$ cat src/rtl/arm_pkg.sv
// rtl/arm_pkg.sv - shared types and encodings for the multicycle ARM controller
package arm_pkg;

  typedef enum logic [3:0] {
    FETCH,
    DECODE,
    MEMADR,
    MEMREAD,
    MEMWB,
    MEMWRITE,
    EXECUTER,
    EXECUTEI,
    ALUWB,
    BRANCH
  } state_t;

  // ALU operation select
  localparam logic [2:0] ALU_ADD = 3'd0;
  localparam logic [2:0] ALU_SUB = 3'd1;
  localparam logic [2:0] ALU_AND = 3'd2;
  localparam logic [2:0] ALU_ORR = 3'd3;
  localparam logic [2:0] ALU_EOR = 3'd4;

  // Writeback / PC result select
  localparam logic [1:0] RES_ALUOUT = 2'b00;
  localparam logic [1:0] RES_DATA   = 2'b01;
  localparam logic [1:0] RES_ALU    = 2'b10;

  // ALU operand selects
  localparam logic [1:0] SRCA_REG    = 2'b00;
  localparam logic [1:0] SRCA_PC     = 2'b01;
  localparam logic [1:0] SRCA_ALUOUT = 2'b10;
  localparam logic [1:0] SRCB_REG    = 2'b00;
  localparam logic [1:0] SRCB_IMM    = 2'b01;
  localparam logic [1:0] SRCB_FOUR   = 2'b10;

  // Instruction classes (op field)
  localparam logic [1:0] OP_DP  = 2'b00;
  localparam logic [1:0] OP_MEM = 2'b01;
  localparam logic [1:0] OP_BR  = 2'b10;

  // Data-processing cmd field
  localparam logic [3:0] CMD_AND = 4'b0000;
  localparam logic [3:0] CMD_EOR = 4'b0001;
  localparam logic [3:0] CMD_SUB = 4'b0010;
  localparam logic [3:0] CMD_ADD = 4'b0100;
  localparam logic [3:0] CMD_CMP = 4'b1010;
  localparam logic [3:0] CMD_ORR = 4'b1100;

  // Condition codes
  localparam logic [3:0] COND_EQ = 4'b0000;
  localparam logic [3:0] COND_NE = 4'b0001;
  localparam logic [3:0] COND_CS = 4'b0010;
  localparam logic [3:0] COND_CC = 4'b0011;
  localparam logic [3:0] COND_MI = 4'b0100;
  localparam logic [3:0] COND_PL = 4'b0101;
  localparam logic [3:0] COND_VS = 4'b0110;
  localparam logic [3:0] COND_VC = 4'b0111;
  localparam logic [3:0] COND_HI = 4'b1000;
  localparam logic [3:0] COND_LS = 4'b1001;
  localparam logic [3:0] COND_GE = 4'b1010;
  localparam logic [3:0] COND_LT = 4'b1011;
  localparam logic [3:0] COND_GT = 4'b1100;
  localparam logic [3:0] COND_LE = 4'b1101;
  localparam logic [3:0] COND_AL = 4'b1110;

  // Bit positions inside NZCV
  localparam int FLAG_N = 3;
  localparam int FLAG_Z = 2;
  localparam int FLAG_C = 1;
  localparam int FLAG_V = 0;

endpackage

$ cat src/rtl/arm_multicycle_controller_condition_check.sv
// rtl/arm_multicycle_controller_condition_check.sv - Armv4 condition evaluation against stored NZCV
module condition_check
  import arm_pkg::*;
(
  input  logic [3:0] cond,
  input  logic [3:0] flags,
  output logic       cond_ex
);

  logic n, z, c, v;

  assign n = flags[FLAG_N];
  assign z = flags[FLAG_Z];
  assign c = flags[FLAG_C];
  assign v = flags[FLAG_V];

  // Decode the condition field; 1111 (NV) never executes
  always_comb begin
    cond_ex = 1'b0;
    case (cond)
      COND_EQ: cond_ex = z;
      COND_NE: cond_ex = ~z;
      COND_CS: cond_ex = c;
      COND_CC: cond_ex = ~c;
      COND_MI: cond_ex = n;
      COND_PL: cond_ex = ~n;
      COND_VS: cond_ex = v;
      COND_VC: cond_ex = ~v;
      COND_HI: cond_ex = c & ~z;
      COND_LS: cond_ex = ~c | z;
      COND_GE: cond_ex = (n == v);
      COND_LT: cond_ex = (n != v);
      COND_GT: cond_ex = ~z & (n == v);
      COND_LE: cond_ex = z | (n != v);
      COND_AL: cond_ex = 1'b1;
      default: cond_ex = 1'b0;
    endcase
  end

endmodule

$ cat src/rtl/arm_multicycle_controller.sv
// rtl/arm_multicycle_controller.sv - multicycle FSM controller with NZCV flags and condition gating
module arm_multicycle_controller
  import arm_pkg::*;
#(
  parameter int EXTENDED_OPS      = 1,
  parameter int ALU_CONTROL_WIDTH = 3
) (
  input  logic                         clock,
  input  logic                         reset,
  input  logic [19:0]                  instruction,
  input  logic [3:0]                   ALU_flags,
  input  logic                         mem_ready,
  output logic                         mem_request,
  output logic                         write_memory,
  output logic                         pc_write,
  output logic                         ir_write,
  output logic                         write_register,
  output logic                         adr_source,
  output logic [1:0]                   ALU_source_a,
  output logic [1:0]                   ALU_source_b,
  output logic [1:0]                   result_source,
  output logic [1:0]                   immediate_source,
  output logic [1:0]                   register_source,
  output logic [ALU_CONTROL_WIDTH-1:0] ALU_control
);

  localparam logic EXT = (EXTENDED_OPS != 0);

  state_t     state, next_state;
  logic [3:0] flags;
  logic       cond_ex;

  logic [3:0] cond;
  logic [1:0] op;
  logic [5:0] funct;
  logic [3:0] cmd;
  logic [3:0] rd;
  logic       unused_rn;

  assign cond      = instruction[19:16];
  assign op        = instruction[15:14];
  assign funct     = instruction[13:8];
  assign cmd       = funct[4:1];
  assign rd        = instruction[3:0];
  assign unused_rn = ^instruction[7:4];

  // Immediate extension and register-read muxes follow the instruction class only
  assign immediate_source = op;
  assign register_source  = {(op == OP_MEM) && !funct[0], (op == OP_BR)};

  condition_check u_condition_check (
    .cond    (cond),
    .flags   (flags),
    .cond_ex (cond_ex)
  );

  logic       dp_ok;
  logic       dp_logic;
  logic       dp_cmp;
  logic [2:0] dp_alu;

  // Classify the data-processing command: ALU op, whether it is legal, logical or a compare
  always_comb begin
    dp_ok    = 1'b0;
    dp_logic = 1'b0;
    dp_cmp   = 1'b0;
    dp_alu   = ALU_ADD;
    case (cmd)
      CMD_ADD: begin dp_ok = 1'b1; dp_alu = ALU_ADD; end
      CMD_SUB: begin dp_ok = 1'b1; dp_alu = ALU_SUB; end
      CMD_AND: begin dp_ok = 1'b1; dp_alu = ALU_AND; dp_logic = 1'b1; end
      CMD_ORR: begin dp_ok = 1'b1; dp_alu = ALU_ORR; dp_logic = 1'b1; end
      CMD_EOR: begin dp_ok = EXT;  dp_alu = ALU_EOR; dp_logic = 1'b1; end
      CMD_CMP: begin dp_ok = EXT;  dp_alu = ALU_SUB; dp_cmp = EXT; end
      default: begin dp_ok = 1'b0; end
    endcase
  end

  logic in_execute;
  logic flags_we;

  assign in_execute = (state == EXECUTER) || (state == EXECUTEI);
  assign flags_we   = in_execute && cond_ex && dp_ok && (funct[0] || dp_cmp);

  // State register; reset abandons any in-flight access and restarts at FETCH
  always_ff @(posedge clock or negedge reset) begin
    if (!reset) state <= FETCH;
    else        state <= next_state;
  end

  // Architectural NZCV; logical ops keep C and V
  always_ff @(posedge clock or negedge reset) begin
    if (!reset) begin
      flags <= 4'b0000;
    end else if (flags_we) begin
      flags[FLAG_N] <= ALU_flags[FLAG_N];
      flags[FLAG_Z] <= ALU_flags[FLAG_Z];
      if (!dp_logic) begin
        flags[FLAG_C] <= ALU_flags[FLAG_C];
        flags[FLAG_V] <= ALU_flags[FLAG_V];
      end
    end
  end

  logic       mem_request_raw;
  logic       write_memory_raw;
  logic       pc_write_raw;
  logic       ir_write_raw;
  logic       write_register_raw;
  logic [2:0] alu_op;

  // Next-state and datapath control decode
  always_comb begin
    next_state         = state;
    mem_request_raw    = 1'b0;
    write_memory_raw   = 1'b0;
    pc_write_raw       = 1'b0;
    ir_write_raw       = 1'b0;
    write_register_raw = 1'b0;
    adr_source         = 1'b0;
    ALU_source_a       = SRCA_REG;
    ALU_source_b       = SRCB_REG;
    result_source      = RES_ALUOUT;
    alu_op             = ALU_ADD;
    case (state)
      FETCH: begin
        mem_request_raw = 1'b1;
        ALU_source_a    = SRCA_PC;
        ALU_source_b    = SRCB_FOUR;
        result_source   = RES_ALU;
        if (mem_ready) begin
          ir_write_raw = 1'b1;
          pc_write_raw = 1'b1;
          next_state   = DECODE;
        end
      end
      DECODE: begin
        ALU_source_a  = SRCA_PC;
        ALU_source_b  = SRCB_FOUR;
        result_source = RES_ALU;
        case (op)
          OP_DP:   next_state = funct[5] ? EXECUTEI : EXECUTER;
          OP_MEM:  next_state = MEMADR;
          OP_BR:   next_state = BRANCH;
          default: next_state = FETCH;
        endcase
      end
      MEMADR: begin
        ALU_source_b = SRCB_IMM;
        next_state   = funct[0] ? MEMREAD : MEMWRITE;
      end
      MEMREAD: begin
        adr_source      = 1'b1;
        mem_request_raw = 1'b1;
        if (mem_ready) next_state = MEMWB;
      end
      MEMWRITE: begin
        adr_source = 1'b1;
        if (cond_ex) begin
          mem_request_raw  = 1'b1;
          write_memory_raw = 1'b1;
          if (mem_ready) next_state = FETCH;
        end else begin
          next_state = FETCH;
        end
      end
      MEMWB, ALUWB: begin
        result_source = (state == MEMWB) ? RES_DATA : RES_ALUOUT;
        if (cond_ex) begin
          if (rd == 4'd15) pc_write_raw       = 1'b1;
          else             write_register_raw = 1'b1;
        end
        next_state = FETCH;
      end
      EXECUTER, EXECUTEI: begin
        ALU_source_b = (state == EXECUTEI) ? SRCB_IMM : SRCB_REG;
        alu_op       = dp_alu;
        next_state   = (dp_ok && !dp_cmp) ? ALUWB : FETCH;
      end
      BRANCH: begin
        ALU_source_a  = SRCA_ALUOUT;
        ALU_source_b  = SRCB_IMM;
        result_source = RES_ALU;
        pc_write_raw  = cond_ex;
        next_state    = FETCH;
      end
      default: next_state = FETCH;
    endcase
  end

  // Enables are held off for as long as reset is asserted, not just at the edge
  assign mem_request    = mem_request_raw & reset;
  assign write_memory   = write_memory_raw & reset;
  assign pc_write       = pc_write_raw & reset;
  assign ir_write       = ir_write_raw & reset;
  assign write_register = write_register_raw & reset;
  assign ALU_control    = ALU_CONTROL_WIDTH'(alu_op);

endmodule

$ cat config.mk
export PLATFORM = sky130hd
export DESIGN_NAME = arm_multicycle_controller
export DESIGN_NICKNAME = d
export VERILOG_FILES = /design/src/rtl/arm_pkg.sv /design/src/rtl/arm_multicycle_controller_condition_check.sv /design/src/rtl/arm_multicycle_controller.sv
export SDC_FILE = /design/constraint.sdc
export NUM_CORES = 1
export LEC_CHECK = 0
export ABC_AREA = 1
export BUFFER_PORTS_ARGS = -buffer_cell sky130_fd_sc_hd__buf_2
export CAP_MARGIN = 0
export CORE_MARGIN = 4
export CORE_UTILIZATION = 45
export CTS_CLUSTER_DIAMETER = 100
export DETAILED_ROUTE_END_ITERATION = 12
export PLACE_DENSITY_LB_ADDON = 0.1
export SLEW_MARGIN = 5
export SYNTH_ARGS = -nofsm -noshare
export SYNTH_HDL_FRONTEND = slang
export SYNTH_SLANG_ARGS = --single-unit
$ cat constraint.sdc
create_clock -name clock -period 1.8 [get_ports clock]
set_input_delay 0.09 -clock clock [delete_from_list [all_inputs] [get_ports clock]]
set_output_delay 0.09 -clock clock [all_outputs]
set_load 0.02 [all_outputs]
==> results, run 1 <==
- The mapped netlist covers 911 sq um.
- The shortest clock period the worst path allows after layout is 1.67 ns.
- The post-synthesis async set-or-reset flop share is 100%.
- The clock reaches the later pin of the worst-skew pair after 0.25 ns.
- Across every metal layer, demand over resource in global routing totals 18.7%.
- The count of cell types in the netlist is 21.
- At the pin with the least slew margin, the transition time is 0.287 ns.
- Leaving out filler cells and counting taps, the final layout contains 237.
- The finished cells cover 1210 sq um.
- The cell that appears most often on the critical path is nand2_1.
- In this run the static leakage power is 0.000694 uW.
- The critical path contains buffers and inverters numbering 2 combined.
- The antenna diode count is 0.
- The element type at the critical path end is a primary output.
- Based on the critical path, the design can be clocked at up to 599 MHz.
- The worst endpoint data arrival time is 1.58 ns.
- Yosys attributes the largest share of cell area to dfrtp_1 (22%), nand2_1 (18%), nor2_1 (13%), inv_1 (12%), nand3_1 (8.8%).
- The count of H-tree levels built during CTS is 1.
- Synthesis produced a netlist with a net count of 194.
- In the synthesized netlist, the cells that appear most often are nand2_1 (43), nor2_1 (31), inv_1 (30), nand3_1 (16).
- Traced cell by cell, the critical path runs through inv_2 -> nand2_2 -> nand3_1 -> nand2_1 -> nand2_1 -> nand2_1 -> nand3_4 -> nand2_4 -> a21oi_2 -> buf_6.
- The leading cell type by number of instances after synthesis is nand2_1.
- Setup violations remaining at the end of the flow were counted as 0.
- The number of sinks driven by the clock tree is 8.
- The first-pass iteration count of the detailed router is 4.
- Setup slack closes at 0.129 ns.
- The mean instance size in the synthesized netlist is 5.45 sq um.
- The initial antenna violation count came to 0.
- For the worst setup path, the data required time is 1.71 ns.
- The category of the worst setup path launch point is a register.
- In the global route stage, met1 resource usage came out at 22.4%.
- The synthesized design contains 8 register bits.
- Cells with a size suffix above 1 make up 32.9% of the layout.
- The ratio of total power to cell area is 1060 nW/um^2.
- After global routing the overflow that remains totals 0.
- In the final routed layout, each cell accounts on average for 9.85 um.
- The largest net degree at the start of global routing is 11.
- The deepest clock path buffer count is 2.
- Measured along the x axis, the die boundary spans 53.0 um.
- The overall die area is 2810 sq um.
- The cell type contributing the most total cell area after synthesis is dfrtp_1.
- After detailed routing, the number of remaining DRC violations is 0.
- Across all hold checks on the routed design, the worst slack comes to 0.0485 ns.
- The area growth from synthesis to layout is 32.7%.
- The count of buffers from port buffering is 41.
- In this run the worst hold path is classified as input pin to register.
- On the final layout, the worst clock skew is 0.00305 ns.
- The root cell of the clock tree is clkbuf_4.
- The flow ran to the end, and the final reports show no timing, DRC or antenna violations.
- In this run the worst setup path begins at flags[0].
- VDD sags by at most 0.000690 V.
- Setup repair after global routing could not meet its margin everywhere.
- In this run the remaining antenna-violating nets after routing total 0.
- The core area is 1940 sq um.
- The normalized max-slew margin is 80.7%.
- The share of the Yosys chip area taken by registers is 22.0%.
- Including well taps, the total number of placed cells is 232.
- The most frequently used flop master after synthesis is dfrtp_1.
- The detailed router finished its first iteration with 35 violations.
- Global routing used 2.25% of the available met3 tracks.
- The number of vias in the routed layout is 1,128.
- The top-level I/O count is 46.
- For this run, the number of Yosys warnings is 0.
- Counting the buffers created by CTS gives 3.
- On the worst path, the slowest cell contributes a delay of 0.42 ns.
- The startpoint identified for the worst hold timing path is ALU_flags[2].
- The post-place instance area is 1130 sq um.
- The final weighted congestion in routability-driven placement is 0.823.
- The TritonCTS clock tree is built.
- Before CTS, the worst setup slack after placement is 0.333 ns.
- The floorplan has 16 rows.
- The count of flip-flops with a built-in enable after synthesis is 0.
- The reported max-cap violation count is 0.
- The wire length of the first global-routing pass is 3970 um.
- The number of hold violations in the final report is 0.
- The max-slew violation count is 0.
- The busiest metal layer after global routing is met2.
- The number of global-route vias before repair is 1,066.
- The cell count after synthesis is 167.
- The slowest stage cell on the critical path is dfrtp_1.
- The post-route fraction of the period consumed by the critical path is 92.8%.
- Clock-pin slew was measured on the worst setup and hold paths at 0.05 ns.
- The placed wire-length estimate after detailed placement is 1950 um.
- The critical path in this run is classified as register to primary output.
- The floorplan die height is 53.0 um.
- The net count reported at finish is 239.
- Of all nets on the critical path, the largest fanout is 5.
- The wire length reported by the detailed router is 2330 um.
- For this configuration, the core starts out at a cell density of 46.9%.
- The startpoint of the worst register-to-register path is flags[0].
- Summed over its instances, the top area cell type makes up 22.0% of the synthesized netlist area.
- The via-per-instance ratio is 4.76.
- The routing usage on met2 is 33.3%.
- The gate family responsible for the most delay along the worst path is simple AND/OR/NAND/NOR gates.
tightest hold or removal path, stage by stage:
cell and delay (ns):
buf_2 0.08, nand2_1 0.04, nand2_1 0.05
worst paths after layout:
check	cells after the start	to	slack, ns
max	10	mem_request	0.13
min	3	flags[2]	0.05
max reg2reg	13	flags[0]	0.27
min reg2reg	2	flags[1]	0.50
max in group asynchronous	2	state[2]	1.38
min in group asynchronous	2	flags[0]	0.24
flip-flops by register name, indices dropped and copies added (netlist names):
signal  flops
state       4
flags       4
layout make-up:
class	instances	area, sq um
Multi-Input combinational cell	122	591
Inverter	34	128
Tap cell	27	33.8
Sequential cell	8	200
Fill cell	207	733
Timing Repair Buffer	43	234
Clock buffer	3	22.5
logic make-up (layout without fill, tap and decap cells):
| group | count (synthesis) | after routing | synth area share, % |
|---|---|---|---|
| buffers and inverters | 37 | 80 | 16.5 |
| AND/OR/NAND/NOR | 103 | 103 | 49.3 |
| AO/OA/AOI/OAI | 19 | 19 | 12.2 |
| flip-flops | 8 | 8 | 22.0 |
metrics by stage:
stage	total power, uW	TNS, ns	utilization, %
6_report	1290	0	62.2
5_1_grt	1420	-0.0162	62.2
4_1_cts	1210	0	59.7
3_5_place_dp	1070	0	58.1
3_3_place_gp	1050	0	58.1
2_1_floorplan	857	0	-
per-layer routing:
| layer | part of all wire [%] | vias to the layer above | wire length [um] |
|---|---|---|---|
| li1 | - | 606 | - |
| met1 | 42 | 492 | 990 |
| met2 | 53 | 28 | 1240 |
| met3 | 3.9 | 2 | 92 |
| met4 | 0.64 | 0 | 15 |
| met5 | 0 | - | 0 |
what timing repair did:
action	CTS	global route
setup endpoints to repair	0	5
endpoints found under the hold margin	8	0
buffers inserted	0	1
hold buffers	1	0
resized for setup	0	16
cell usage in the layout (no fill, tap or decap), types with 4 or more instances in the layout:
| cell type | instances |
|---|---|
| inv_1 | 27 |
| dfrtp_1 | 8 |
| buf_2 | 38 |
| o21ai_0 | 8 |
| nor2_1 | 29 |
| nand3_1 | 16 |
| a21oi_2 | 4 |
| nand2_2 | 7 |
| inv_2 | 7 |
| nand2_1 | 41 |
power breakdown:
| group | switching (uW) | leakage [uW] | total, uW | internal (uW) |
|---|---|---|---|---|
| registers | 62.2 | 0.000102 | 301 | 239 |
| logic | 551 | 0.000578 | 851 | 300 |
| clock network | 57.6 | 0.0000138 | 134 | 76.1 |
| total | 671 | 0.000694 | 1290 | 615 |
Note: power is estimated with default switching activity, not from simulation.
==> run 2: changes to the inputs <==
--- a/config.mk
+++ b/config.mk
@@ -9,7 +9,8 @@
 export BUFFER_PORTS_ARGS = -buffer_cell sky130_fd_sc_hd__buf_2
 export CAP_MARGIN = 0
 export CORE_MARGIN = 4
-export CORE_UTILIZATION = 45
+export CORE_UTILIZATION = 47
+export CTS_BUF_LIST = sky130_fd_sc_hd__clkbuf_2 sky130_fd_sc_hd__clkbuf_4 sky130_fd_sc_hd__clkbuf_8
 export CTS_CLUSTER_DIAMETER = 100
 export DETAILED_ROUTE_END_ITERATION = 12
 export PLACE_DENSITY_LB_ADDON = 0.1
==> run 2 against run 1 <==
Net effect: via count grew 0.71%; critical path type unchanged; sequential cell count unchanged; first-iteration DRC count decreased by 63%; clock-buffer cell count unchanged; hold slack lost 0.0011 ns.
==> results, run 2 (synthesis results as in run 1) <==
- The antenna diode count came to 0 (unchanged).
- The top achievable clock speed is 605 MHz (+1.2%).
- The met3 track demand over resource in global routing is 3.44% (+1.2 points).
- The largest net degree at the start of global routing came to 11 (unchanged).
- The clock input transition at the sequential cells of the worst setup and hold paths is 0.05 ns (about the same).
- The deepest clock path buffer count is 2 (unchanged).
- The TritonCTS clock tree is built.
- The signal on the critical path passes through inv_2 -> nand2_2 -> nand2_1 -> nand2_1 -> a21boi_2 -> nor2_2 -> nand3_4 -> nand2_4 -> a21oi_2 -> buf_4.
- The internal power of the cells was 635 uW (+3.3%).
- The area growth from synthesis to layout is 35.0%.
- The proportion of power drawn by flip-flops and latches is 22.6% (-0.8 points).
- The combinational cell fraction of total power was 67.6% (+1.4 points).
- The worst setup path is captured at a primary output.
- The post-layout total power is 1320 uW (+2.9%).
- The worst-skew pair later-pin latency is 0.25 ns (about the same).
- The switching share of total power was 52.0% (-0.19 points).
- The leakage power summed over all cells came to 0.000706 uW (+1.7%).
- The normalized max-slew margin came to 80.7% (about the same).
- The transition time at the pin with the least slew margin is 0.286 ns (-0.000630 ns).
- The category of the worst setup path launch point is a register.
- The required time of the critical path is 1.71 ns (about the same).
- The post-route fraction of the period consumed by the critical path is 91.8% (-1.1 points).
- The detailed-route DRC error count is 0 (unchanged).
- The aggregate global-route resource usage came to 18.0% (-0.66 points).
- The clock skew after layout is 0.00240 ns (-0.000657 ns).
- The number of buffers created by CTS is 3 (unchanged).
- The power spent charging and discharging nets was 687 uW (+2.5%).
- The routing usage on met2 is 29.9% (-3.3 points).
- The count of buffering cells on the critical path with inverters included came to 2 (unchanged).
- The final number of setup-violating endpoints is 0 (unchanged).
- The reported max-cap violation count is 0 (unchanged).
- The depth of the most critical reg-to-reg path was 13 (unchanged).
- The placed instance count is 230 (-0.86%).
- The total overflow reported by the global router is 0 (unchanged).
- The setup slack of the worst register-to-register path is 0.26 ns (about the same).
- The remaining number of nets flagged by the antenna check after routing was 0 (unchanged).
- The share of power burned in the clock network is 9.8% (-0.6 points).
- The number of global-route vias before repair is 961 (-9.8%).
- The number of sinks driven by the clock tree is 8 (unchanged).
- The delay of the slowest cell on the worst path is 0.42 ns (about the same).
- The wire length of the first global-routing pass is 3750 um (-5.4%).
- The post-route standard cell area excluding fillers came to 1230 sq um (+1.8%).
- The worst register-to-register path begins at flags[0].
- The number of standard cells in the layout, taps in and fillers out is 237 (unchanged).
- The number of vias in the routed layout is 1,136 (+0.71%).
- The initial antenna violation count was 0 (unchanged).
- The wire length reported by the detailed router is 2410 um (+3.2%).
- The fraction of met1 tracks used by global routing is 22.9% (+0.53 points).
- The library cells used most frequently in the layout, excluding fill and tap cells, are nand2_1 (39), buf_2 (38), nor2_1 (28), inv_1 (27), nand3_1 (15).
- Setup repair after global routing could not meet its margin everywhere.
- The root cell of the clock tree is clkbuf_4.
- The critical path is of the register to primary output type.
- The aggregate negative setup slack is 0 ns (unchanged).
- The maximum VDD drop is 0.000630 V (-8.6%).
- The effective utilization at floorplan is 51.1% (+4.2 points).
- The number of hold violations in the final report is 0 (unchanged).
- The share of the core filled with cells is 69.0% (+6.7 points).
- The largest fanout on the critical path is 4 (-1).
- The max-slew violation count is 0 (unchanged).
- The startpoint of the tightest hold check path is ALU_flags[2].
- The fraction of layout cells with a size suffix above 1 is 35.4% (+2.5 points).
- The DRC violation total after the first TritonRoute iteration is 13 (-63%).
- The most common cell after layout, fill and taps aside is nand2_1.
- The cell with the most instances on the worst path is nand2_1.
- For this design, the slowest cell found on the critical path is dfrtp_1.
- The final routed wire length divided by cell count is 10.2 um (+3.2%).
- Among cell families on the critical path, the largest total delay comes from flip-flops.
- The core area is 1780 sq um (-8.2%).
- The worst endpoint data arrival time came to 1.56 ns (-0.02 ns).
- The post-place instance area is 1120 sq um (-0.22%).
- The cell depth of the worst hold path is 3 (unchanged).
- The ratio of total power to cell area came to 1080 nW/um^2 (+1.1%).
- The count of buffers from port buffering is 41 (unchanged).
- The net count reported at finish is 241 (+0.84%).
- The run finished with clean final reports.
- The via-per-instance ratio came to 4.79 (+0.71%).
- The final weighted congestion in routability-driven placement was 0.880 (+6.9%).
- The endpoint identified for the worst register-to-register timing path is flags[0].
- The placed wire-length estimate after detailed placement is 2020 um (+3.2%).
- The shortest clock period the worst path allows after layout came to 1.65 ns (-0.0192 ns).
- The sink of the worst hold path is flags[2].
- The horizontal die dimension is 52.0 um (-1.8%).
- The top-level I/O count is 46 (unchanged).
- The first-pass iteration count of the detailed router is 4 (unchanged).
- The floorplan row count is 15 (-1).
- In this run the worst hold path is classified as input pin to register.
- The overall die area came to 2710 sq um (-3.6%).
- The count of H-tree levels built during CTS is 1 (unchanged).
- The floorplan die height came to 52.0 um (-1.8%).
- In the final layout, the registers with the most flip-flops are flags x4, state x4.
- The layer flagged by global routing as most heavily used is met2.
[run 2: layout make-up]
class | count | area, sq um
inverter | 34 | 128
clock buffer | 3 | 22.5
sequential | 8 | 200
tap | 25 | 31.3
fill | 175 | 553
multi-input combinational | 122 | 603
timing repair buffer | 45 | 245
[run 2: through the flow]
step	worst slack (ns)	hold slack, ns
6_report	0.148	0.0474
2_1_floorplan	0.186	-0.206
3_5_place_dp	0.333	-0.0414
4_1_cts	0.0563	0.0423
5_1_grt	-0.0458	0.0456
3_3_place_gp	0.349	-0.0435
[run 2: power by group through the flow]
stage | clock network, uW | logic [uW] | registers [uW]
finish | 129 | 894 | 299
detailed placement | 0 | 784 | 294
CTS | 137 | 787 | 291
floorplan | 0 | 576 | 281
global placement | 0 | 759 | 291
global route | 146 | 997 | 308
[run 2: worst max-delay path by stage]
stage                        start     endpoint  slack (ns)  cells after the start
after floorplan           state[0]     pc_write        0.19                      8
after global placement    state[3]     flags[0]        0.35                     10
after detailed placement  state[3]     flags[0]        0.33                     10
after CTS                 flags[0]  mem_request        0.06                     10
after global routing      flags[0]  mem_request       -0.05                     10
final                     flags[0]  mem_request        0.15                     10
[run 2: repair_timing]
item                                    4_1_cts  5_1_grt
setup buffers                                 0        3
endpoints found under the setup margin        0        5
hold buffers                                  1        0
hold endpoints to repair                      8        0
gates resized for setup                       0       20
[run 2: worst min-delay path: stages]
cell,delay [ns]
buf_2,0.07
nand2_1,0.05
nand2_1,0.05
[run 2: metal layers]
| metal | up-vias | wire, um |
|---|---|---|
| met3 | 4 | 178 |
| met1 | 489 | 1060 |
| met4 | 0 | 23 |
| met5 | - | 0 |
| li1 | 609 | - |
| met2 | 34 | 1150 |
==> run 3: changes to the inputs <==
--- a/config.mk
+++ b/config.mk
@@ -6,13 +6,13 @@
 export NUM_CORES = 1
 export LEC_CHECK = 0
 export ABC_AREA = 1
-export BUFFER_PORTS_ARGS = -buffer_cell sky130_fd_sc_hd__buf_2
 export CAP_MARGIN = 0
 export CORE_MARGIN = 4
-export CORE_UTILIZATION = 47
+export CORE_UTILIZATION = 50
 export CTS_BUF_LIST = sky130_fd_sc_hd__clkbuf_2 sky130_fd_sc_hd__clkbuf_4 sky130_fd_sc_hd__clkbuf_8
 export CTS_CLUSTER_DIAMETER = 100
 export DETAILED_ROUTE_END_ITERATION = 12
+export DONT_BUFFER_PORTS = 1
 export PLACE_DENSITY_LB_ADDON = 0.1
 export SLEW_MARGIN = 5
 export SYNTH_ARGS = -nofsm -noshare
==> run 3 against run 2 <==
Net effect: die area fell by 5.1%; wire length shrank 5.5%; sequential share of layout area is 2.4 points higher; cell count is 14% lower; via count down 10%; clock power about the same; fmax decreased by 2.6%; sequential cell count stayed put; setup slack worse by 0.044 ns; clock-buffer cell count is the same.
==> results, run 3 (synthesis results as in run 1) <==
- The max-slew violation count is 0 (unchanged).
- The count of buffers from port buffering is 0 (-100%).
- The category of the worst setup path launch point is a register.
- The run finished with clean final reports.
- The floorplan die height is 50.7 um (-2.6%).
- The DRC violation total after the first TritonRoute iteration is 32 (+19).
- The wire length of the first global-routing pass was 3990 um (+6.3%).
- The placed wire-length estimate after detailed placement is 1890 um (-6.0%).
- The area growth from synthesis to layout is 17.7%.
- The path type of the worst min-delay path is input pin to register.
- The ratio of total power to cell area was 1110 nW/um^2 (+3.7%).
- The post-route standard cell area excluding fillers is 1070 sq um (-13%).
- The effective utilization at floorplan is 52.8% (+1.7 points).
- The largest net degree at the start of global routing was 10 (-1).
- The setup slack at placement came to 0.283 ns (-0.0499 ns).
- The overall die area came to 2570 sq um (-5.1%).
- The top achievable clock speed is 590 MHz (-2.6%).
- The number of global-route vias before repair is 943 (-1.9%).
- The most common cell after layout, fill and taps aside is nand2_1.
- The largest fanout on the critical path was 5 (+1).
- The initial antenna violation count came to 0 (unchanged).
- The clock input transition at the sequential cells of the worst setup and hold paths was 0.05 ns (about the same).
- The required time of the critical path came to 1.71 ns (about the same).
- The deepest clock path buffer count is 2 (unchanged).
- The wire length reported by the detailed router was 2280 um (-5.5%).
- The core area is 1730 sq um (-3.2%).
- The element type at the critical path end is a primary output.
- The reported max-cap violation count is 0 (unchanged).
- The busiest metal layer after global routing is met2.
- The worst-skew pair later-pin latency is 0.25 ns (about the same).
- The number of buffers created by CTS is 3 (unchanged).
- The horizontal die dimension is 50.7 um (-2.6%).
- The remaining number of nets flagged by the antenna check after routing is 0 (unchanged).
- The fraction of met1 tracks used by global routing is 24.5% (+1.6 points).
- The leakage power summed over all cells is 0.000553 uW (-22%).
- The via-per-instance ratio is 5.00 (+4.2%).
- The antenna diode count is 0 (unchanged).
- The root cell of the clock tree is clkbuf_4.
- The net count reported at finish is 208 (-14%).
- The met3 track demand over resource in global routing was 3.86% (+0.42 points).
- The post-place instance area is 957 sq um (-15%).
- The aggregate global-route resource usage came to 20.0% (+1.9 points).
- The routing usage on met2 is 35.2% (+5.3 points).
- The worst setup slack after layout is 0.104 ns (-0.0444 ns).
- The shortest clock period the worst path allows after layout is 1.70 ns (+0.0444 ns).
- The critical path is of the register to primary output type.
- Setup repair after global routing could not meet its margin everywhere.
- The number of sinks driven by the clock tree is 8 (unchanged).
- The final weighted congestion in routability-driven placement came to 0.830 (-5.7%).
- The total overflow reported by the global router is 0 (unchanged).
- The first-pass iteration count of the detailed router is 4 (unchanged).
- The clock skew after layout is 0.00333 ns (+0.000933 ns).
- The number of hold violations in the final report is 0 (unchanged).
- The count of H-tree levels built during CTS is 1 (unchanged).
- The worst endpoint data arrival time is 1.61 ns (+0.05 ns).
- The transition time at the pin with the least slew margin is 0.652 ns (+0.366 ns).
- The normalized max-slew margin was 56.1% (-25 points).
- The filler cell count was 191 (+9.1%).
- In the final layout, the registers with the most flip-flops are flags x4, state x4.
- The floorplan row count came to 15 (unchanged).
- The detailed-route DRC error count is 0 (unchanged).
- The number of vias in the routed layout is 1,019 (-10%).
- The post-route fraction of the period consumed by the critical path is 94.2% (+2.5 points).
- Leaving out fill and tap cells, the most frequent cells in the layout are nand2_1 (42), inv_1 (29), nor2_1 (28), nand3_1 (16).
- The post-layout total power is 1200 uW (-9.6%).
- TritonCTS built the clock tree.
- The fraction of layout cells with a size suffix above 1 is 17.3% (-18 points).
- The final routed wire length divided by cell count is 11.2 um (+9.8%).
- The maximum VDD drop is 0.000510 V (-19%).
- The final number of setup-violating endpoints is 0 (unchanged).
- The top-level I/O count is 46 (unchanged).
run 3: power breakdown:
group / switching (uW) / internal [uW]
combinational: 514 / 255
sequential: 56.5 / 239
clock: 54.7 / 75.9
total: 625 / 570
run 3: per-stage QoR:
| stage | setup TNS [ns] | util, % | hold slack [ns] | cells |
|---|---|---|---|---|
| 3_3_place_gp | 0 | 55.4 | -0.205 | 194 |
| 3_5_place_dp | 0 | 55.4 | -0.205 | 194 |
| 4_1_cts | 0 | 60.2 | 0.0124 | 203 |
| 2_1_floorplan | 0 | - | -0.206 | 167 |
| 6_report | 0 | 62.1 | 0.0185 | 204 |
| 5_1_grt | -0.0244 | 62.1 | 0.0472 | 204 |
run 3: area by class of cell:
cell class / count / area [sq um] / share of cell area [%]
sequential: 8 / 200 / 18.7
tap: 25 / 31.3 / 2.92
clock buffer: 3 / 22.5 / 2.10
inverter: 34 / 128 / 11.9
multi-input combinational: 122 / 586 / 54.6
timing repair buffer: 12 / 105 / 9.80
run 3: per-layer routing:
layer | vias to the layer above | part of all wire [%]
li1 | 544 | -
met1 | 441 | 43
met4 | 0 | 0.40
met5 | - | 0
met3 | 2 | 6.7
met2 | 32 | 50
run 3: what timing repair did:
| item | CTS | global route |
|---|---|---|
| resized for setup | 0 | 9 |
| buffers inserted | 0 | 1 |
| hold buffers | 6 | 0 |
| hold endpoints to repair | 13 | 0 |
| endpoints found under the setup margin | 0 | 4 |
run 3: worst max-delay path, stage by stage, from the launching register on:
cell and delay (ns):
dfrtp_1 0.39, inv_1 0.10, nor2_1 0.10, inv_1 0.10, nor2_2 0.13, inv_1 0.07, o21ai_0 0.08, nand2_1 0.10
a21oi_2 0.13, buf_4 0.15
run 3: final timing paths:
check                               startpoint        to  slack [ns]  depth (start not counted)
worst min-delay path            instruction[8]  state[1]        0.02                          2
worst max-delay path                  state[0]  pc_write        0.10                          9
worst min register to register        flags[1]  flags[1]        0.50                          2
max in group asynchronous                reset  flags[3]        1.33                          1
min in group asynchronous                reset  state[2]        0.19                          1
worst max register to register        state[3]  flags[1]        0.29                         10
